File: src/rtl/turn_scheduler.sv
// ============================================================================
// turn_scheduler : two-player turn sequencer with move budget, fire strobes,
//                  projectile wait, hit-point tracking and winner decision.
// Rev 1.0
// ============================================================================
`default_nettype none

module turn_scheduler #(
  parameter int unsigned TURN_FRAMES    = 600,
  parameter int unsigned MOVE_BUDGET    = 120,
  parameter int unsigned HANDOFF_FRAMES = 30,
  parameter int unsigned PROJ_TIMEOUT   = 300,
  parameter int unsigned START_HP       = 3,
  parameter logic [7:0]  KEY_LEFT       = 8'd80,
  parameter logic [7:0]  KEY_RIGHT      = 8'd79,
  parameter logic [7:0]  KEY_FIRE       = 8'd44,
  parameter logic [7:0]  KEY_START      = 8'd40
) (
  input  logic       Reset,
  input  logic       frame_clk,
  input  logic [7:0] keycode,
  input  logic       proj_done,
  input  logic       hit_p1,
  input  logic       hit_p2,
  output logic       p1_in_turn,
  output logic       p2_in_turn,
  output logic [7:0] p1_keycode,
  output logic [7:0] p2_keycode,
  output logic       fire_p1,
  output logic       fire_p2,
  output logic [9:0] turn_timer,
  output logic [7:0] move_left,
  output logic [3:0] p1_hp,
  output logic [3:0] p2_hp,
  output logic [1:0] winner,
  output logic [2:0] state_o
);

  localparam logic [9:0] c_TURN_FRAMES    = 10'(TURN_FRAMES);
  localparam logic [7:0] c_MOVE_BUDGET    = 8'(MOVE_BUDGET);
  localparam logic [7:0] c_HANDOFF_FRAMES = 8'(HANDOFF_FRAMES);
  localparam logic [9:0] c_PROJ_TIMEOUT   = 10'(PROJ_TIMEOUT);
  localparam logic [3:0] c_START_HP       = 4'(START_HP);

  typedef enum logic [2:0] {
    S_IDLE      = 3'd0,
    S_P1_TURN   = 3'd1,
    S_P1_FIRE   = 3'd2,
    S_P2_TURN   = 3'd3,
    S_P2_FIRE   = 3'd4,
    S_HANDOFF   = 3'd5,
    S_GAME_OVER = 3'd6
  } state_t;

  state_t     r_state,      w_state;
  logic [7:0] r_prev_key;
  logic [9:0] r_turn_timer, w_turn_timer;
  logic [7:0] r_move_left,  w_move_left;
  logic [9:0] r_proj_cnt,   w_proj_cnt;
  logic [7:0] r_ho_cnt,     w_ho_cnt;
  logic [3:0] r_p1_hp,      w_p1_hp;
  logic [3:0] r_p2_hp,      w_p2_hp;
  logic [1:0] r_winner,     w_winner;
  logic       r_fire_p1,    w_fire_p1;
  logic       r_fire_p2,    w_fire_p2;
  logic       r_last_p2,    w_last_p2;

  logic       w_start_edge;
  logic       w_fire_edge;
  logic       w_lr_key;
  logic [3:0] w_p1_hp_hit;
  logic [3:0] w_p2_hp_hit;

  assign w_start_edge = (keycode == KEY_START) && (r_prev_key != KEY_START);
  assign w_fire_edge  = (keycode == KEY_FIRE)  && (r_prev_key != KEY_FIRE);
  assign w_lr_key     = (keycode == KEY_LEFT)  || (keycode == KEY_RIGHT);

  // Saturating hit application; only consumed in the FIRE states.
  assign w_p1_hp_hit = (hit_p1 && (r_p1_hp != 4'd0)) ? r_p1_hp - 4'd1 : r_p1_hp;
  assign w_p2_hp_hit = (hit_p2 && (r_p2_hp != 4'd0)) ? r_p2_hp - 4'd1 : r_p2_hp;

  always_comb begin
    w_state      = r_state;
    w_turn_timer = r_turn_timer;
    w_move_left  = r_move_left;
    w_proj_cnt   = r_proj_cnt;
    w_ho_cnt     = r_ho_cnt;
    w_p1_hp      = r_p1_hp;
    w_p2_hp      = r_p2_hp;
    w_winner     = r_winner;
    w_fire_p1    = 1'b0;
    w_fire_p2    = 1'b0;
    w_last_p2    = r_last_p2;

    case (r_state)
      S_IDLE, S_GAME_OVER: begin
        if (w_start_edge) begin
          w_state      = S_P1_TURN;
          w_turn_timer = c_TURN_FRAMES;
          w_move_left  = c_MOVE_BUDGET;
          w_p1_hp      = c_START_HP;
          w_p2_hp      = c_START_HP;
          w_winner     = 2'd0;
        end
      end

      S_P1_TURN, S_P2_TURN: begin
        if (w_fire_edge) begin
          w_state    = (r_state == S_P1_TURN) ? S_P1_FIRE : S_P2_FIRE;
          w_fire_p1  = (r_state == S_P1_TURN);
          w_fire_p2  = (r_state == S_P2_TURN);
          w_last_p2  = (r_state == S_P2_TURN);
          w_proj_cnt = c_PROJ_TIMEOUT;
        end else if (r_turn_timer == 10'd1) begin
          w_state      = S_HANDOFF;
          w_turn_timer = 10'd0;
          w_ho_cnt     = c_HANDOFF_FRAMES;
          w_last_p2    = (r_state == S_P2_TURN);
        end else begin
          w_turn_timer = r_turn_timer - 10'd1;
          if (w_lr_key && (r_move_left != 8'd0)) begin
            w_move_left = r_move_left - 8'd1;
          end
        end
      end

      S_P1_FIRE, S_P2_FIRE: begin
        if (proj_done) begin
          w_p1_hp = w_p1_hp_hit;
          w_p2_hp = w_p2_hp_hit;
          if ((w_p1_hp_hit == 4'd0) && (w_p2_hp_hit == 4'd0)) begin
            w_state  = S_GAME_OVER;
            w_winner = 2'd3;
          end else if (w_p1_hp_hit == 4'd0) begin
            w_state  = S_GAME_OVER;
            w_winner = 2'd2;
          end else if (w_p2_hp_hit == 4'd0) begin
            w_state  = S_GAME_OVER;
            w_winner = 2'd1;
          end else begin
            w_state  = S_HANDOFF;
            w_ho_cnt = c_HANDOFF_FRAMES;
          end
        end else if (r_proj_cnt == 10'd1) begin
          w_state  = S_HANDOFF;
          w_ho_cnt = c_HANDOFF_FRAMES;
        end else begin
          w_proj_cnt = r_proj_cnt - 10'd1;
        end
      end

      S_HANDOFF: begin
        if (r_ho_cnt == 8'd1) begin
          w_state      = r_last_p2 ? S_P1_TURN : S_P2_TURN;
          w_turn_timer = c_TURN_FRAMES;
          w_move_left  = c_MOVE_BUDGET;
        end else begin
          w_ho_cnt = r_ho_cnt - 8'd1;
        end
      end

      default: begin
        w_state = S_IDLE;
      end
    endcase
  end

  always_ff @(posedge frame_clk or posedge Reset) begin
    if (Reset) begin
      r_state      <= S_IDLE;
      r_prev_key   <= 8'd0;
      r_turn_timer <= 10'd0;
      r_move_left  <= 8'd0;
      r_proj_cnt   <= 10'd0;
      r_ho_cnt     <= 8'd0;
      r_p1_hp      <= c_START_HP;
      r_p2_hp      <= c_START_HP;
      r_winner     <= 2'd0;
      r_fire_p1    <= 1'b0;
      r_fire_p2    <= 1'b0;
      r_last_p2    <= 1'b0;
    end else begin
      r_state      <= w_state;
      r_prev_key   <= keycode;
      r_turn_timer <= w_turn_timer;
      r_move_left  <= w_move_left;
      r_proj_cnt   <= w_proj_cnt;
      r_ho_cnt     <= w_ho_cnt;
      r_p1_hp      <= w_p1_hp;
      r_p2_hp      <= w_p2_hp;
      r_winner     <= w_winner;
      r_fire_p1    <= w_fire_p1;
      r_fire_p2    <= w_fire_p2;
      r_last_p2    <= w_last_p2;
    end
  end

  assign p1_in_turn = (r_state == S_P1_TURN);
  assign p2_in_turn = (r_state == S_P2_TURN);
  assign p1_keycode = (p1_in_turn && (r_move_left != 8'd0) && w_lr_key) ? keycode : 8'd0;
  assign p2_keycode = (p2_in_turn && (r_move_left != 8'd0) && w_lr_key) ? keycode : 8'd0;
  assign fire_p1    = r_fire_p1;
  assign fire_p2    = r_fire_p2;
  assign turn_timer = r_turn_timer;
  assign move_left  = r_move_left;
  assign p1_hp      = r_p1_hp;
  assign p2_hp      = r_p2_hp;
  assign winner     = r_winner;
  assign state_o    = r_state;

endmodule

`default_nettype wire

File: config.mk
export PLATFORM = sky130hd
export DESIGN_NAME = turn_scheduler
export DESIGN_NICKNAME = d
export VERILOG_FILES = /design/src/rtl/turn_scheduler.sv
export SDC_FILE = /design/constraint.sdc
export NUM_CORES = 1
export LEC_CHECK = 0
export BUFFER_PORTS_ARGS = -buffer_cell sky130_fd_sc_hd__buf_2
export CAP_MARGIN = 20
export CORE_MARGIN = 5
export CORE_UTILIZATION = 60
export CTS_BUF_LIST = sky130_fd_sc_hd__clkbuf_4 sky130_fd_sc_hd__clkbuf_8 sky130_fd_sc_hd__clkbuf_16
export DETAILED_ROUTE_END_ITERATION = 10
export PLACE_DENSITY_LB_ADDON = 0.12
export SLEW_MARGIN = 20
export SYNTH_ARGS = -nofsm -noshare
export SYNTH_HDL_FRONTEND = slang
export SYNTH_SLANG_ARGS = --single-unit
export TNS_END_PERCENT = 50
File: constraint.sdc
create_clock -name frame_clk -period 7.7 [get_ports frame_clk]
set_input_delay 2.31 -clock frame_clk [delete_from_list [all_inputs] [get_ports frame_clk]]
set_output_delay 2.31 -clock frame_clk [all_outputs]
set_load 0.05 [all_outputs]
==> summary.txt, run 1 <==
Finish
  – Post-Layout Inst Area: between 4000 and 5000 um^2
  – Area delta synth->final: 15.8%
  – # nets final: 489
  – Post-Route Utilization: 0.707
  – ANT cells: 0
  – Fin cells: between 500 and 600
  – Share of cells above drive strength 1: 0.204

Placement
  – IO buf count: around 60
  – Cell Area, Placed: about 3900 um^2
  – Placer Congestion: approximately 0.86
  – Dpl cells: 530
  – Detailed Place HPWL: a little over 6000 um

Pwr
  – Sequential Power Share: 0.320
  – Worst VDD drop: approximately 0.00025 V
  – Leakage: approximately 1.9 nW
  – Clock group share of total power: 0.216
  – Pwr dens: 389 nW/um^2
  – Sw Ratio: 0.472
  – Int Pwr: between 0.8 and 0.9 mW
  – Switching power: about 0.76 mW
  – Comb pwr share: 0.464

Detailed routing
  – Drt wl/cell: ~16 um
  – Number of DRC markers in iteration 0: between 200 and 300
  – Final WL: 8540 um
  – DR pass1 iterations: 5
  – Vias: 3,328
  – Antenna viol nets, final: 0
  – Routed vias/inst: 6.10
  – # DRC: 0

Clock network
  – H-tree Lvls: 3
  – Clk slew on worst S/H paths: approximately 0.070 ns
  – Sink Count: 60
  – CTS tree: yes
  – CTS resizes: 0
  – Hold_buf cts: 0
  – Clock buffer count from CTS: 9
  – Setup Fix Bufs, Post-CTS: 0
  – CTS Root Cell: clkbuf_8
  – CTS Buffer Depth: 2
  – Clk_lat worst skew: 0.33 ns

Worst hold path
  – Hold crit path type: flop to flop
  – Hold Path Stages: 1
  – Worst hold endpoint: r_proj_cnt[9]
  – Hold path startpoint: r_proj_cnt[9]

Logic synthesis
  – Number of enable flip-flop cells after synthesis: 0
  – Async SR Flop Fraction: 1.00
  – Synth Cell Area: roughly 3600 um^2
  – Top_reg_cell synth: dfrtp_1
  – Netlist cell types: 62
  – Synth Instances: 409
  – Seq cells post-synth: 60
  – Seq/Total Area, Yosys: 0.422
  – Avg Synthesized Cell Area: 8.73 um^2
  – Synth warn: 0

Setup path
  – Worst reg2reg startpoint: p2_hp[0]
  – CP Class: input pin to output pin
  – Critical Path Start Type: input pin
  – Critical Path RT: 5.39 ns
  – Worst Path Max Fanout: 13
  – Worst Reg-to-Reg Cells: 8
  – Worst flop-to-flop path endpoint: r_ho_cnt[1]
  – CP endpoint kind: output pin
  – Worst path arrival time: ~4.1 ns
  – R2r setup slk: between 4 and 5 ns

Global routing
  – Initial antenna violation count: 0
  – Pin count of the biggest net entering global routing: 61
  – Gr ovfl total: 0
  – Vias in the first global route: 3,170
  – Total GRT Usage: 0.241
  – Global-route wire length before repair: ~15,000 um

Die
  – Die Ht: between 80 and 90 um
  – FP Rows: 28
  – Initial Utilization: 0.611
  – Ports: 64
  – Die W: around 87 um
  – Core ar.: 5850 um^2
  – Die ar.: around 7600 um^2

Timing
  – Final setup violation count: 0
  – Final Max Tran Viols: 0
  – Fin crit share: 0.838
  – Skew final: between 0.01 and 0.015 ns
  – Final hold vios: 0
  – Peak Freq: between 150 and 200 MHz
  – Setup TNS: 0 ns
  – Crit path time final: between 6 and 7 ns
  – Max-slew headroom: 0.405
  – Worst Max-Slew Pin Slew: around 0.89 ns
  – RSZ-0062 raised after global routing: false

Job
  – Total of max-cap violations: 0

Outcome
  – Status: finished clean
-- flip-flops by register name (all words and copies together) (netlist names) --
register	cells
state_o	3
r_proj_cnt	10
r_prev_key	8
fire_p2	1
r_ho_cnt	8
move_left	8
p2_hp	4
turn_timer	10
r_last_p2	1
p1_hp	4
fire_p1	1
winner	2
-- how the worst max path moves through the flow --
stage | start | endpoint | slack, ns | cells after the start
finish | keycode[0] | p1_keycode[4] | 1.25 | 6
global route | keycode[0] | p1_keycode[4] | 1.07 | 6
CTS | keycode[0] | p1_keycode[4] | 1.27 | 6
detailed placement | keycode[0] | p1_keycode[4] | 1.26 | 6
global placement | keycode[0] | p1_keycode[4] | 1.45 | 6
floorplan | keycode[0] | p1_keycode[0] | 1.74 | 5
-- layer usage --
| metal | track usage | vias to the layer above | routed length (um) |
|---|---|---|---|
| met5 | 0 | - | 0 |
| met4 | 0.0907 | 0 | 134 |
| met2 | 0.391 | 107 | 4100 |
| met1 | 0.323 | 1583 | 3860 |
| met3 | 0.0435 | 15 | 436 |
| li1 | - | 1623 | - |
-- layout by cell type (no fill, tap or decap), types with 10 or more instances in the layout --
| master | count |
|---|---|
| buf_2 | 59 |
| dfrtp_1 | 56 |
| nor2_1 | 42 |
| nand2_1 | 38 |
| o21ai_0 | 24 |
| a21oi_1 | 24 |
| nor3_1 | 20 |
| inv_1 | 17 |
| o31ai_1 | 17 |
| nand3_1 | 17 |
| and3_1 | 12 |
| ha_1 | 10 |
| clkbuf_8 | 10 |
-- power groups by stage --
stage / combinational [mW] / clock (mW) / sequential, mW
detailed placement: 0.744 / 0 / 0.516
finish: 0.747 / 0.348 / 0.515
global placement: 0.729 / 0 / 0.511
floorplan: 0.470 / 0 / 0.628
global route: 0.818 / 0.370 / 0.532
CTS: 0.747 / 0.354 / 0.511
-- worst max-delay path: stages --
cell and delay, ns:
buf_2 0.13, nor3_1 0.28, a2bb2oi_1 0.15, nor3_1 0.74
and3_1 0.27, buf_2 0.26
-- cells in the mapped netlist (3+ instances only) --
master / instances / share of area
or3_1: 6 / 0.011
nand3b_1: 3 / 0.0063
nor4_1: 6 / 0.011
and2_1: 4 / 0.0070
and3_1: 12 / 0.021
o21a_1: 3 / 0.0063
o2bb2ai_1: 3 / 0.0074
nand2b_1: 5 / 0.0088
a21oi_1: 24 / 0.034
o211ai_1: 5 / 0.011
ha_1: 10 / 0.035
nor2_1: 42 / 0.044
nand2_1: 38 / 0.040
o31ai_1: 17 / 0.036
buf_4: 5 / 0.011
o21ai_0: 24 / 0.034
nor2b_1: 4 / 0.0070
dfrtp_1: 56 / 0.39
a21o_1: 6 / 0.013
nand3_1: 17 / 0.024
o41ai_1: 4 / 0.0098
clkbuf_1: 10 / 0.011
and4_1: 3 / 0.0074
inv_1: 18 / 0.019
a31oi_1: 9 / 0.016
nor3_1: 20 / 0.028
a2bb2oi_1: 5 / 0.012
nand4_1: 4 / 0.0070
dfstp_2: 4 / 0.029
-- cell type report --
class	instances	area [um^2]
multi-input combinational	315	1910
fill	454	1710
sequential	60	1510
timing repair buffer	61	310
clock buffer	11	145
clock inverter	5	100
tap	75	93.8
inverter	19	71.3
-- metrics by stage --
| stage | setup slack (ns) | total power, mW | hold slack [ns] |
|---|---|---|---|
| 3_5_place_dp | 1.26 | 1.26 | 0.470 |
| 3_3_place_gp | 1.45 | 1.24 | 0.460 |
| 2_1_floorplan | 1.74 | 1.10 | 0.440 |
| 6_report | 1.25 | 1.61 | 0.486 |
| 4_1_cts | 1.27 | 1.61 | 0.485 |
| 5_1_grt | 1.07 | 1.72 | 0.507 |
-- kinds of logic after synthesis --
logic type,synth area share
AND/OR/NAND/NOR,0.256
AO/OA/AOI/OAI,0.224
flip-flops,0.422
buffers and inverters,0.0469
adder cells (fa/ha/maj),0.0350
XOR/XNOR,0.00736
multiplexers,0.00735
other,0.00105
Note: power is estimated with default switching activity, not from simulation.
==> inputs of run 2 (changes only) <==
- CORE_UTILIZATION: 60 -> 51
- clock period: 7.7 -> 5.65 ns (I/O delays scaled with it)
==> run 2 against run 1 <==
Effect of this change: sequential cell count is the same; worst setup slack lost 0.75 ns; clock power grew 6.0%; final cell count grew 3.8%; largest power group unchanged.
==> summary.txt, run 2 (synthesis gave the netlist of run 1 again) <==
Clock network
  – Sink Count: 60
  – Clock buffer count from CTS: 9
  – CTS Root Cell: clkbuf_8
  – Clk_lat worst skew: 0.34 ns
  – CTS tree: yes
  – Setup Fix Bufs, Post-CTS: 0
  – Clk slew on worst S/H paths: around 0.070 ns
  – CTS resizes: 0
  – CTS Buffer Depth: 2
  – H-tree Lvls: 3
  – Hold_buf cts: 0

Setup path
  – Worst flop-to-flop path endpoint: r_ho_cnt[1]
  – CP Class: input pin to output pin
  – Critical Path Start Type: input pin
  – Worst reg2reg startpoint: p2_hp[0]
  – CP endpoint kind: output pin
  – Critical Path RT: between 3 and 4 ns
  – Worst Path Max Fanout: 13
  – R2r setup slk: approximately 2.7 ns
  – Worst path arrival time: approximately 3.5 ns
  – Worst Reg-to-Reg Cells: 8

Timing
  – Final Max Tran Viols: 0
  – Max-slew headroom: 0.395
  – Crit path time final: around 5 ns
  – Peak Freq: around 190 MHz
  – Fin crit share: 0.912
  – Skew final: ~0.0051 ns
  – RSZ-0062 raised after global routing: false
  – Fin Hold WS: 0.476 ns
  – Final hold vios: 0
  – Final setup violation count: 0
  – Setup ws final: slightly below 0.5 ns
  – Setup TNS: 0 ns
  – Worst Max-Slew Pin Slew: between 0.9 and 1 ns

Job
  – Total of max-cap violations: 0

Finish
  – Share of cells above drive strength 1: 0.204
  – Fill cells: between 600 and 700
  – Area delta synth->final: 14.9%
  – ANT cells: 0
  – Commonest non-fill, non-tap cell in the layout: buf_2
  – Post-Route Utilization: 0.604
  – Most frequent cells in the layout: 59 x buf_2, 56 x dfrtp_1, 42 x nor2_1
  – # nets final: a little under 500

Detailed routing
  – Number of DRC markers in iteration 0: 220
  – DR pass1 iterations: 4
  – Final WL: 8530 um
  – Vias: ~3,300
  – # DRC: 0
  – Antenna viol nets, final: 0
  – Routed vias/inst: 5.74
  – Drt wl/cell: 15.0 um

Global routing
  – Gr ovfl total: 0
  – Global-route wire length before repair: 14,500 um
  – Vias in the first global route: approximately 3,100
  – Pin count of the biggest net entering global routing: 34
  – Initial antenna violation count: 0
  – Total GRT Usage: 0.205

Worst hold path
  – Hold Path Stages: 1
  – Hold crit path type: flop to flop
  – Hold path startpoint: r_proj_cnt[5]
  – Worst hold endpoint: r_proj_cnt[5]

Die
  – Die ar.: 8780 um^2
  – Ports: 64
  – Die Ht: approximately 94 um
  – FP Rows: 30
  – Die W: 93.7 um
  – Core ar.: between 6000 and 7000 um^2
  – Initial Utilization: 0.526

Pwr
  – Pwr dens: around 500 nW/um^2
  – Worst VDD drop: about 0.00033 V
  – Leakage: 1.89 nW

Placement
  – Detailed Place HPWL: approximately 6300 um
  – IO buf count: 59
  – Dpl ws: between 0.5 and 0.6 ns
  – Placer Congestion: 0.866

Outcome
  – Status: finished clean
[run 2: layout make-up]
type	count	area, um^2	share of cell area
inverter	19	71.3	0.0174
tap	96	120	0.0293
sequential	60	1510	0.367
timing repair buffer	61	310	0.0756
clock buffer	10	131	0.0320
multi-input combinational	315	1910	0.465
clock inverter	6	55.1	0.0134
[run 2: worst max-delay path by stage]
stage / from / to / slack [ns] / cells past startpoint
floorplan: keycode[0] / p1_keycode[0] / 0.92 / 5
global placement: keycode[0] / p1_keycode[4] / 0.62 / 6
detailed placement: keycode[0] / p1_keycode[4] / 0.54 / 6
CTS: keycode[0] / p1_keycode[4] / 0.53 / 6
global route: keycode[0] / p1_keycode[1] / 0.26 / 6
finish: keycode[0] / p1_keycode[4] / 0.50 / 6
[run 2: per-stage QoR]
step	total power, mW	std cells	area, um^2
3_3_place_gp	1.70	551	3920
4_1_cts	2.09	567	4100
2_1_floorplan	1.50	412	3580
5_1_grt	2.24	567	4100
6_report	2.08	567	4100
3_5_place_dp	1.72	551	3920
[run 2: routing by layer]
layer,global-route usage,part of all wire,vias to the layer above
li1,-,-,1618
met4,0.0698,0.016,0
met2,0.317,0.46,88
met3,0.0529,0.051,15
met1,0.280,0.48,1536
met5,0,0,-
[run 2: critical path, stage by stage]
cell and delay [ns]:
buf_2 0.12, nor3_1 0.23, a2bb2oi_1 0.13, nor3_1 0.74, and3_1 0.27, buf_2 0.26
[run 2: report_power, final]
group | total, mW | switching, mW | internal (mW)
Sequential | 0.697 | 0.155 | 0.543
Combinational | 1.01 | 0.707 | 0.306
Clock | 0.369 | 0.165 | 0.204
